## src/rtl/tinyalu_pkg.sv

```systemverilog
// Shared types for the ALU command issuer: opcodes, FSM states and the queued command layout.
package tinyalu_pkg;

    typedef enum logic [2:0] {
        no_op  = 3'b000,
        add_op = 3'b001,
        and_op = 3'b010,
        xor_op = 3'b011,
        mul_op = 3'b100,
        rst_op = 3'b111
    } operation_t;

    typedef enum logic [1:0] {
        IDLE,
        DRIVE,
        RESP,
        ALU_RST
    } state_t;

    typedef struct packed {
        operation_t op;
        logic [7:0] a;
        logic [7:0] b;
    } cmd_t;

    localparam int CMD_W = $bits(cmd_t);

    function automatic logic is_alu_op(operation_t op);
        return op inside {add_op, and_op, xor_op, mul_op};
    endfunction

endpackage

```

## src/rtl/alu_cmd_issuer_if.sv

```systemverilog
// Command, ALU drive and response channels of the issuer in one bundle.
interface alu_cmd_issuer_if;
    import tinyalu_pkg::*;

    logic        cmd_valid;
    logic        cmd_ready;
    logic [7:0]  cmd_a;
    logic [7:0]  cmd_b;
    operation_t  cmd_op;

    logic        alu_start;
    operation_t  alu_op;
    logic [7:0]  alu_a;
    logic [7:0]  alu_b;
    logic        alu_reset_n;
    logic        alu_done;
    logic [15:0] alu_result;

    logic        rsp_valid;
    logic        rsp_ready;
    logic [15:0] rsp_result;
    operation_t  rsp_op;
    logic        rsp_err;

    modport master (
        input  cmd_valid, cmd_a, cmd_b, cmd_op, alu_done, alu_result, rsp_ready,
        output cmd_ready, alu_start, alu_op, alu_a, alu_b, alu_reset_n,
               rsp_valid, rsp_result, rsp_op, rsp_err
    );

    modport slave (
        output cmd_valid, cmd_a, cmd_b, cmd_op, alu_done, alu_result, rsp_ready,
        input  cmd_ready, alu_start, alu_op, alu_a, alu_b, alu_reset_n,
               rsp_valid, rsp_result, rsp_op, rsp_err
    );

endinterface

```

## src/rtl/alu_cmd_fifo.sv

```systemverilog
// Command FIFO, power-of-2 DEPTH; read data is the head entry, valid while not empty.
// Latency 1 cycle push-to-visible; caller must not push when full nor pop when empty.
module alu_cmd_fifo #(
    parameter int DEPTH = 4,
    parameter int WIDTH = 19
) (
    input  logic                    clk,
    input  logic                    reset_n,
    input  logic                    push,
    input  logic [WIDTH-1:0]        wdata,
    input  logic                    pop,
    output logic [WIDTH-1:0]        rdata,
    output logic                    full,
    output logic                    empty,
    output logic [$clog2(DEPTH):0]  count
);
    localparam int AW = $clog2(DEPTH);
    localparam logic [AW:0] FULL_CNT = (AW + 1)'(DEPTH);

    logic [WIDTH-1:0] mem [DEPTH];
    logic [AW-1:0]    wptr;
    logic [AW-1:0]    rptr;

    always_ff @(posedge clk) begin
        if (push) begin
            mem[wptr] <= wdata;
        end
    end

    always_ff @(posedge clk or negedge reset_n) begin
        if (!reset_n) begin
            wptr  <= '0;
            rptr  <= '0;
            count <= '0;
        end else begin
            if (push) wptr <= wptr + AW'(1);
            if (pop)  rptr <= rptr + AW'(1);
            case ({push, pop})
                2'b10:   count <= count + (AW + 1)'(1);
                2'b01:   count <= count - (AW + 1)'(1);
                default: count <= count;
            endcase
        end
    end

    assign rdata = mem[rptr];
    assign full  = (count == FULL_CNT);
    assign empty = (count == '0);

endmodule

```

## src/rtl/alu_cmd_issuer.sv

```systemverilog
// Queues ALU commands and issues them one at a time, returning result or timeout error.
// Latency: accept at E0 into an empty queue -> alu_start from E1; response held until rsp_ready.
module alu_cmd_issuer
    import tinyalu_pkg::*;
#(
    parameter int DEPTH   = 4,
    parameter int TIMEOUT = 15
) (
    input  logic               clk,
    input  logic               reset_n,
    alu_cmd_issuer_if.master   bus,
    output logic               busy
);
    localparam logic [15:0] TO_LAST = 16'(TIMEOUT);

    state_t                 state, state_nxt;
    logic [15:0]            cnt, cnt_nxt;

    logic                   push, pop, full, empty;
    logic [$clog2(DEPTH):0] count;
    cmd_t                   wr_cmd;
    logic [CMD_W-1:0]       rd_bits;
    cmd_t                   head;

    logic                   start_q, start_nxt;
    operation_t             op_q, op_nxt;
    logic [7:0]             a_q, a_nxt, b_q, b_nxt;
    logic                   arstn_q, arstn_nxt;
    logic                   rv_q, rv_nxt;
    logic [15:0]            rres_q, rres_nxt;
    operation_t             rop_q, rop_nxt;
    logic                   rerr_q, rerr_nxt;

    assign wr_cmd        = '{op: bus.cmd_op, a: bus.cmd_a, b: bus.cmd_b};
    assign push          = bus.cmd_valid && !full;
    assign head          = cmd_t'(rd_bits);
    assign bus.cmd_ready = !full;
    assign busy          = (count != '0) || (state != IDLE);

    alu_cmd_fifo #(
        .DEPTH (DEPTH),
        .WIDTH (CMD_W)
    ) u_fifo (
        .clk     (clk),
        .reset_n (reset_n),
        .push    (push),
        .wdata   (wr_cmd),
        .pop     (pop),
        .rdata   (rd_bits),
        .full    (full),
        .empty   (empty),
        .count   (count)
    );

    always_ff @(posedge clk or negedge reset_n) begin
        if (!reset_n) begin
            state   <= IDLE;
            cnt     <= '0;
            start_q <= 1'b0;
            op_q    <= no_op;
            a_q     <= '0;
            b_q     <= '0;
            arstn_q <= 1'b1;
            rv_q    <= 1'b0;
            rres_q  <= '0;
            rop_q   <= no_op;
            rerr_q  <= 1'b0;
        end else begin
            state   <= state_nxt;
            cnt     <= cnt_nxt;
            start_q <= start_nxt;
            op_q    <= op_nxt;
            a_q     <= a_nxt;
            b_q     <= b_nxt;
            arstn_q <= arstn_nxt;
            rv_q    <= rv_nxt;
            rres_q  <= rres_nxt;
            rop_q   <= rop_nxt;
            rerr_q  <= rerr_nxt;
        end
    end

    always_comb begin
        state_nxt = state;
        cnt_nxt   = cnt;
        start_nxt = start_q;
        op_nxt    = op_q;
        a_nxt     = a_q;
        b_nxt     = b_q;
        arstn_nxt = arstn_q;
        rv_nxt    = rv_q;
        rres_nxt  = rres_q;
        rop_nxt   = rop_q;
        rerr_nxt  = rerr_q;
        pop       = 1'b0;

        case (state)
            IDLE: begin
                if (!empty) begin
                    // no_op and unknown codes are popped and dropped silently
                    pop = 1'b1;
                    if (is_alu_op(head.op)) begin
                        op_nxt    = head.op;
                        a_nxt     = head.a;
                        b_nxt     = head.b;
                        start_nxt = 1'b1;
                        cnt_nxt   = '0;
                        state_nxt = DRIVE;
                    end else if (head.op == rst_op) begin
                        arstn_nxt = 1'b0;
                        cnt_nxt   = '0;
                        state_nxt = ALU_RST;
                    end
                end
            end
            DRIVE: begin
                if (bus.alu_done) begin
                    rres_nxt  = bus.alu_result;
                    rop_nxt   = op_q;
                    rerr_nxt  = 1'b0;
                    rv_nxt    = 1'b1;
                    start_nxt = 1'b0;
                    state_nxt = RESP;
                end else if (cnt == TO_LAST) begin
                    // TIMEOUT+1 cycles of alu_start without completion
                    rres_nxt  = '0;
                    rop_nxt   = op_q;
                    rerr_nxt  = 1'b1;
                    rv_nxt    = 1'b1;
                    start_nxt = 1'b0;
                    state_nxt = RESP;
                end else begin
                    cnt_nxt = cnt + 16'd1;
                end
            end
            RESP: begin
                if (bus.rsp_ready) begin
                    rv_nxt    = 1'b0;
                    state_nxt = IDLE;
                end
            end
            ALU_RST: begin
                if (cnt == 16'd1) begin
                    arstn_nxt = 1'b1;
                    state_nxt = IDLE;
                end else begin
                    cnt_nxt = cnt + 16'd1;
                end
            end
            default: state_nxt = IDLE;
        endcase
    end

    assign bus.alu_start   = start_q;
    assign bus.alu_op      = op_q;
    assign bus.alu_a       = a_q;
    assign bus.alu_b       = b_q;
    assign bus.alu_reset_n = arstn_q;
    assign bus.rsp_valid   = rv_q;
    assign bus.rsp_result  = rres_q;
    assign bus.rsp_op      = rop_q;
    assign bus.rsp_err     = rerr_q;

endmodule

```

## src/flat_wrapper.sv

```systemverilog
// flat-port wrapper written by rule: the top's interface ports become plain ports
module alu_cmd_issuer_flat import tinyalu_pkg::*;
#(
    parameter int DEPTH   = 4,
    parameter int TIMEOUT = 15
)
  (clk, reset_n, busy, bus_cmd_valid, bus_cmd_a, bus_cmd_b, bus_cmd_op, bus_alu_done, bus_alu_result, bus_rsp_ready, bus_cmd_ready, bus_alu_start, bus_alu_op, bus_alu_a, bus_alu_b, bus_alu_reset_n, bus_rsp_valid, bus_rsp_result, bus_rsp_op, bus_rsp_err);
  alu_cmd_issuer_if bus_i ();
  input  logic clk;
  input  logic reset_n;
  output logic busy;
  input wire logic [$bits(bus_i.cmd_valid)-1:0] bus_cmd_valid;
  input wire logic [$bits(bus_i.cmd_a)-1:0] bus_cmd_a;
  input wire logic [$bits(bus_i.cmd_b)-1:0] bus_cmd_b;
  input wire logic [$bits(bus_i.cmd_op)-1:0] bus_cmd_op;
  input wire logic [$bits(bus_i.alu_done)-1:0] bus_alu_done;
  input wire logic [$bits(bus_i.alu_result)-1:0] bus_alu_result;
  input wire logic [$bits(bus_i.rsp_ready)-1:0] bus_rsp_ready;
  output wire logic [$bits(bus_i.cmd_ready)-1:0] bus_cmd_ready;
  output wire logic [$bits(bus_i.alu_start)-1:0] bus_alu_start;
  output wire logic [$bits(bus_i.alu_op)-1:0] bus_alu_op;
  output wire logic [$bits(bus_i.alu_a)-1:0] bus_alu_a;
  output wire logic [$bits(bus_i.alu_b)-1:0] bus_alu_b;
  output wire logic [$bits(bus_i.alu_reset_n)-1:0] bus_alu_reset_n;
  output wire logic [$bits(bus_i.rsp_valid)-1:0] bus_rsp_valid;
  output wire logic [$bits(bus_i.rsp_result)-1:0] bus_rsp_result;
  output wire logic [$bits(bus_i.rsp_op)-1:0] bus_rsp_op;
  output wire logic [$bits(bus_i.rsp_err)-1:0] bus_rsp_err;
  assign bus_i.cmd_valid = bus_cmd_valid;
  assign bus_i.cmd_a = bus_cmd_a;
  assign bus_i.cmd_b = bus_cmd_b;
  assign bus_i.cmd_op = bus_cmd_op;
  assign bus_i.alu_done = bus_alu_done;
  assign bus_i.alu_result = bus_alu_result;
  assign bus_i.rsp_ready = bus_rsp_ready;
  assign bus_cmd_ready = bus_i.cmd_ready;
  assign bus_alu_start = bus_i.alu_start;
  assign bus_alu_op = bus_i.alu_op;
  assign bus_alu_a = bus_i.alu_a;
  assign bus_alu_b = bus_i.alu_b;
  assign bus_alu_reset_n = bus_i.alu_reset_n;
  assign bus_rsp_valid = bus_i.rsp_valid;
  assign bus_rsp_result = bus_i.rsp_result;
  assign bus_rsp_op = bus_i.rsp_op;
  assign bus_rsp_err = bus_i.rsp_err;
  alu_cmd_issuer #(.DEPTH(DEPTH), .TIMEOUT(TIMEOUT)) u_core (.clk(clk), .reset_n(reset_n), .bus(bus_i), .busy(busy));
endmodule
```

## config.mk

```make
export PLATFORM = sky130hd
export DESIGN_NAME = alu_cmd_issuer_flat
export DESIGN_NICKNAME = d
export VERILOG_FILES = /design/src/rtl/tinyalu_pkg.sv /design/src/rtl/alu_cmd_issuer_if.sv /design/src/rtl/alu_cmd_fifo.sv /design/src/rtl/alu_cmd_issuer.sv /design/src/flat_wrapper.sv
export SDC_FILE = /design/constraint.sdc
export NUM_CORES = 1
export LEC_CHECK = 0
export CORE_UTILIZATION = 54
export DETAILED_ROUTE_END_ITERATION = 6
export GPL_TIMING_DRIVEN = 0
export PLACE_DENSITY = 0.8
export SETUP_SLACK_MARGIN = 0.5
export SLEW_MARGIN = 20
export SYNTH_ARGS = -nofsm -noshare
export SYNTH_HDL_FRONTEND = slang
export SYNTH_SLANG_ARGS = --single-unit
```

## constraint.sdc

```tcl
create_clock -name clk -period 3.35 [get_ports clk]
set_input_delay 0.67 -clock clk [delete_from_list [all_inputs] [get_ports clk]]
set_output_delay 0.67 -clock clk [all_outputs]
set_load 0.02 [all_outputs]
```

==> run summary <==
### Drt
* 12.2 mm — detailed-route wire length
* 4 — number of optimization iterations in the first detailed-route pass
* 5.81 — via density per instance
* 0 — final routed DRC violation total
* 162 — DR iter-0 viols
* 3643 — detailed-route via count
* 19.4 um — WL per Instance
* 0 — antenna viol nets, final

### Timing
* 0 — Hold Vio Cnt, Final
* 28.0% — max_slew headroom
* 368 MHz — maximum clock frequency
* 0 — # setup viols final
* 632 ps — crit path setup slack, layout
* 1070 ps — Tightest Pin Transition
* 9.15 ps — Final Skew
* 2720 ps — final period demand of the worst path
* 0 — number of max-slew violations in the final report
* 60.5 ps — final-layout worst hold slack
* false — setup repair after global routing missed its margin
* 81.1% — share of the cycle needed by the critical path after routing

### Floorplan
* 11500 um^2 — full die area
* 107 um — DIE WIDTH
* 10800 um^2 — core box area
* 107 um — Die Span Y
* 55.4% — Starting Density
* 38 — cell row count
* 84 — number of top-level pins

### Logic synthesis
* 371 — synthesized instance count
* 46.9% — post-synthesis async set-or-reset flop share
* 66.3% — part of the Yosys area used for sequential elements
* 143 — number of synthesized register bits
* 419 — Post-Synthesis Net Count
* 5980 um^2 — Post-Syn Area
* 0 — Yosys warning total
* 76 — number of enable flip-flop cells after synthesis
* 52 — number of distinct standard cells referenced by the synthesized netlist
* edfxtp_1 — most instantiated flip-flop cell in the synthesis netlist
* 6.87% — compound-gate portion of the synthesized area
* 16.1 um^2 — average instance area after synthesis
* 1.17% — post-synthesis share of cell area spent on xor and xnor gates
* 8.92% — Synth Area in Simple Gates
* multiplexers — dominant combinational cell family by area after synthesis
* 1.80% — synthesized-area fraction occupied by adder cells
* 12.6% — multiplexer fraction of the synthesized cell area

### GRT
* 0 — antenna violations before repair
* 19.2 mm — global-route wire length before repair
* 0 — gr ovfl total
* 23.0% — global-route usage over all layers
* 3712 — vias in the first global route
* 44 — maximum number of pins on one net before global-route repair

### Outcome
* complete, no violations — outcome

### Place
* 83 — I/O Buffers
* 595 — placed instance count
* 0.794 — gpl congestion
* 7.47 mm — final HPWL from detailed placement
* 487 ps — dpl ws

### Worst setup path
* 2050 ps — endpoint arrival time on the critical path
* 720 ps — Register-to-Register Setup Slack
* flip-flop to output port — critical setup path kind
* flip-flop — Critical Path Start Type
* output port — Setup crit end kind
* 2680 ps — WP data required
* 10 — crit-path max FO

### Power and ir drop
* 2.47 mW — switching power
* 7.50 mW — Total Power
* 564 uV — worst voltage drop across the vdd grid
* 32.9% — switching part of the total
* 35.7% — sequential cell fraction of total power
* 5.04 mW — internal power
* 3.12 nW — leakage component of the power
* 26.0% — Clock Power Share
* 38.3% — Comb power frac
* 981 nW/um^2 — power density cells

### Cells and area
* 522 — number of nets in the layout
* clkdlybuf4s50_1 (82), edfxtp_1 (76), dfrtp_1 (66) — top library cells by usage in the layout, fill and taps aside
* 627 — Final Instance Count excl. Fillers
* clkdlybuf4s50_1 — most common library cell in the layout ignoring fill and taps
* 16.2% — ratio of cells with drive above 1 in the final layout
* 28.1% — synthesis-to-layout area growth
* 0 — antenna diode count

### CTS
* 143 — total clock sinks
* built — CTS tree
* 0 — post-CTS setup buffer count
* 17 — total clock buffers created by CTS
* 4 — total number of H-tree levels
* clkbuf_8 — CTS root buf
* 60 ps — clock transition at the register clock pins on the worst setup and hold paths after CTS
* 2 — number of buffers on the longest clock path
* 0 — CTS hold repair buffers
* 520 ps — clock latency on the worst-skew pair

### Run
* 0 — number of max-cap violations

### Worst hold path
* input pin to async pin — worst hold-check path type

[state kept, by name (all words and copies together), names as in the netlist, 2 cells and up]
register	count
u_core.state	2
u_core.u_fifo.mem	76
u_core.bus.alu_op	3
u_core.u_fifo.rptr	2
u_core.bus.rsp_result	16
u_core.bus.alu_b	8
u_core.u_fifo.wptr	2
u_core.cnt	16
u_core.bus.rsp_op	3
u_core.u_fifo.count	3
u_core.bus.alu_a	8
[layer usage]
layer,share of wire (%),routed length (um),up-vias,track usage (%)
met3,5.3,643,8,6.08
met1,42,5060,1845,28.7
met5,0,0,-,0
met2,52,6330,118,39.4
met4,1.1,130,0,7.14
li1,-,-,1672,-
[critical path: stages, from the launching register on]
cell and delay (ps):
dfrtp_1 360, clkbuf_1 330, nor2_1 110, nand2_1 120
clkdlybuf4s50_1 610
[power by group through the flow]
stage	Clock [mW]	Sequential (mW)	Combinational, mW
after floorplan	0	2.93	1.57
after global placement	0	2.66	2.76
after detailed placement	0	2.69	2.83
after CTS	1.98	2.68	2.89
after global routing	2.05	2.73	3.08
final	1.95	2.68	2.87
[stage by stage]
stage | util (%) | instance area [um^2] | setup TNS (ps)
5_1_grt | 70.9 | 7650 | 0
2_1_floorplan | - | 5980 | 0
3_5_place_dp | 64.9 | 7010 | 0
4_1_cts | 70.7 | 7630 | 0
3_3_place_gp | 64.7 | 6980 | -48410
6_report | 70.9 | 7650 | 0
[what timing repair did]
item                       in CTS  in global routing
resized for setup               1                  5
setup endpoints to repair       1                 10
pin swaps                       0                  0
[cells in the mapped netlist (2+ instances only)]
cell      number  area [um^2]
mux4_2        10          225
a41oi_1        2         17.5
o41ai_1        2         17.5
nor4_1         5         31.3
nor4bb_1       2         20.0
or2_2          2         12.5
nor3b_1        3         22.5
ha_1           7         87.6
nand2_1       20         75.1
inv_1         11         41.3
buf_2          3         15.0
mux4_1         9          236
nand4_1        4         25.0
nor2_1        12         45.0
mux2_2        12          135
and2_1         3         18.8
and3_1        16          100
dfrtp_1       66         1650
nor4b_1        9         78.8
clkbuf_1      11         41.3
buf_6          2         22.5
nor3_1         3         15.0
a211o_1       13          114
edfxtp_1      76         2280
xor2_1         5         43.8
nand3_1        4         20.0
a21o_1         5         37.5
a22o_1        16          140
xnor2_1        3         26.3
mux2_4         9          135
or4_1          3         22.5
o21ai_0        2         10.0
mux2i_1        2         20.0
[cell type report]
class	count	area [um^2]
timing repair buffer	84	856
fill	685	3140
tap	140	175
clock buffer	19	432
clock inverter	13	188
buffer	18	104
multi-input combinational	199	1900
inverter	11	41.3
sequential	143	3960
[path summary, 6_finish.rpt]
path	cells past startpoint	to	from
setup / recovery	4	busy	u_core.state[1]
hold / removal	1	u_core.cnt[7]	reset_n
setup reg to reg	7	u_core.bus.alu_a[6]	u_core.u_fifo.rptr[0]
hold reg to reg	1	u_core.bus.rsp_op[2]	u_core.bus.rsp_op[2]
max in group asynchronous	2	u_core.bus.alu_b[5]	reset_n
min in group clk	1	u_core.bus.rsp_op[2]	u_core.bus.rsp_op[2]
[cells by family after synthesis]
kind of cell             Yosys count
AO/OA/AOI/OAI                     49
flip-flops                       143
buffers and inverters             29
XOR/XNOR                           8
AND/OR/NAND/NOR                   92
adder cells (fa/ha/maj)            8
multiplexers                      42
Power figures use the tool's default switching activity.
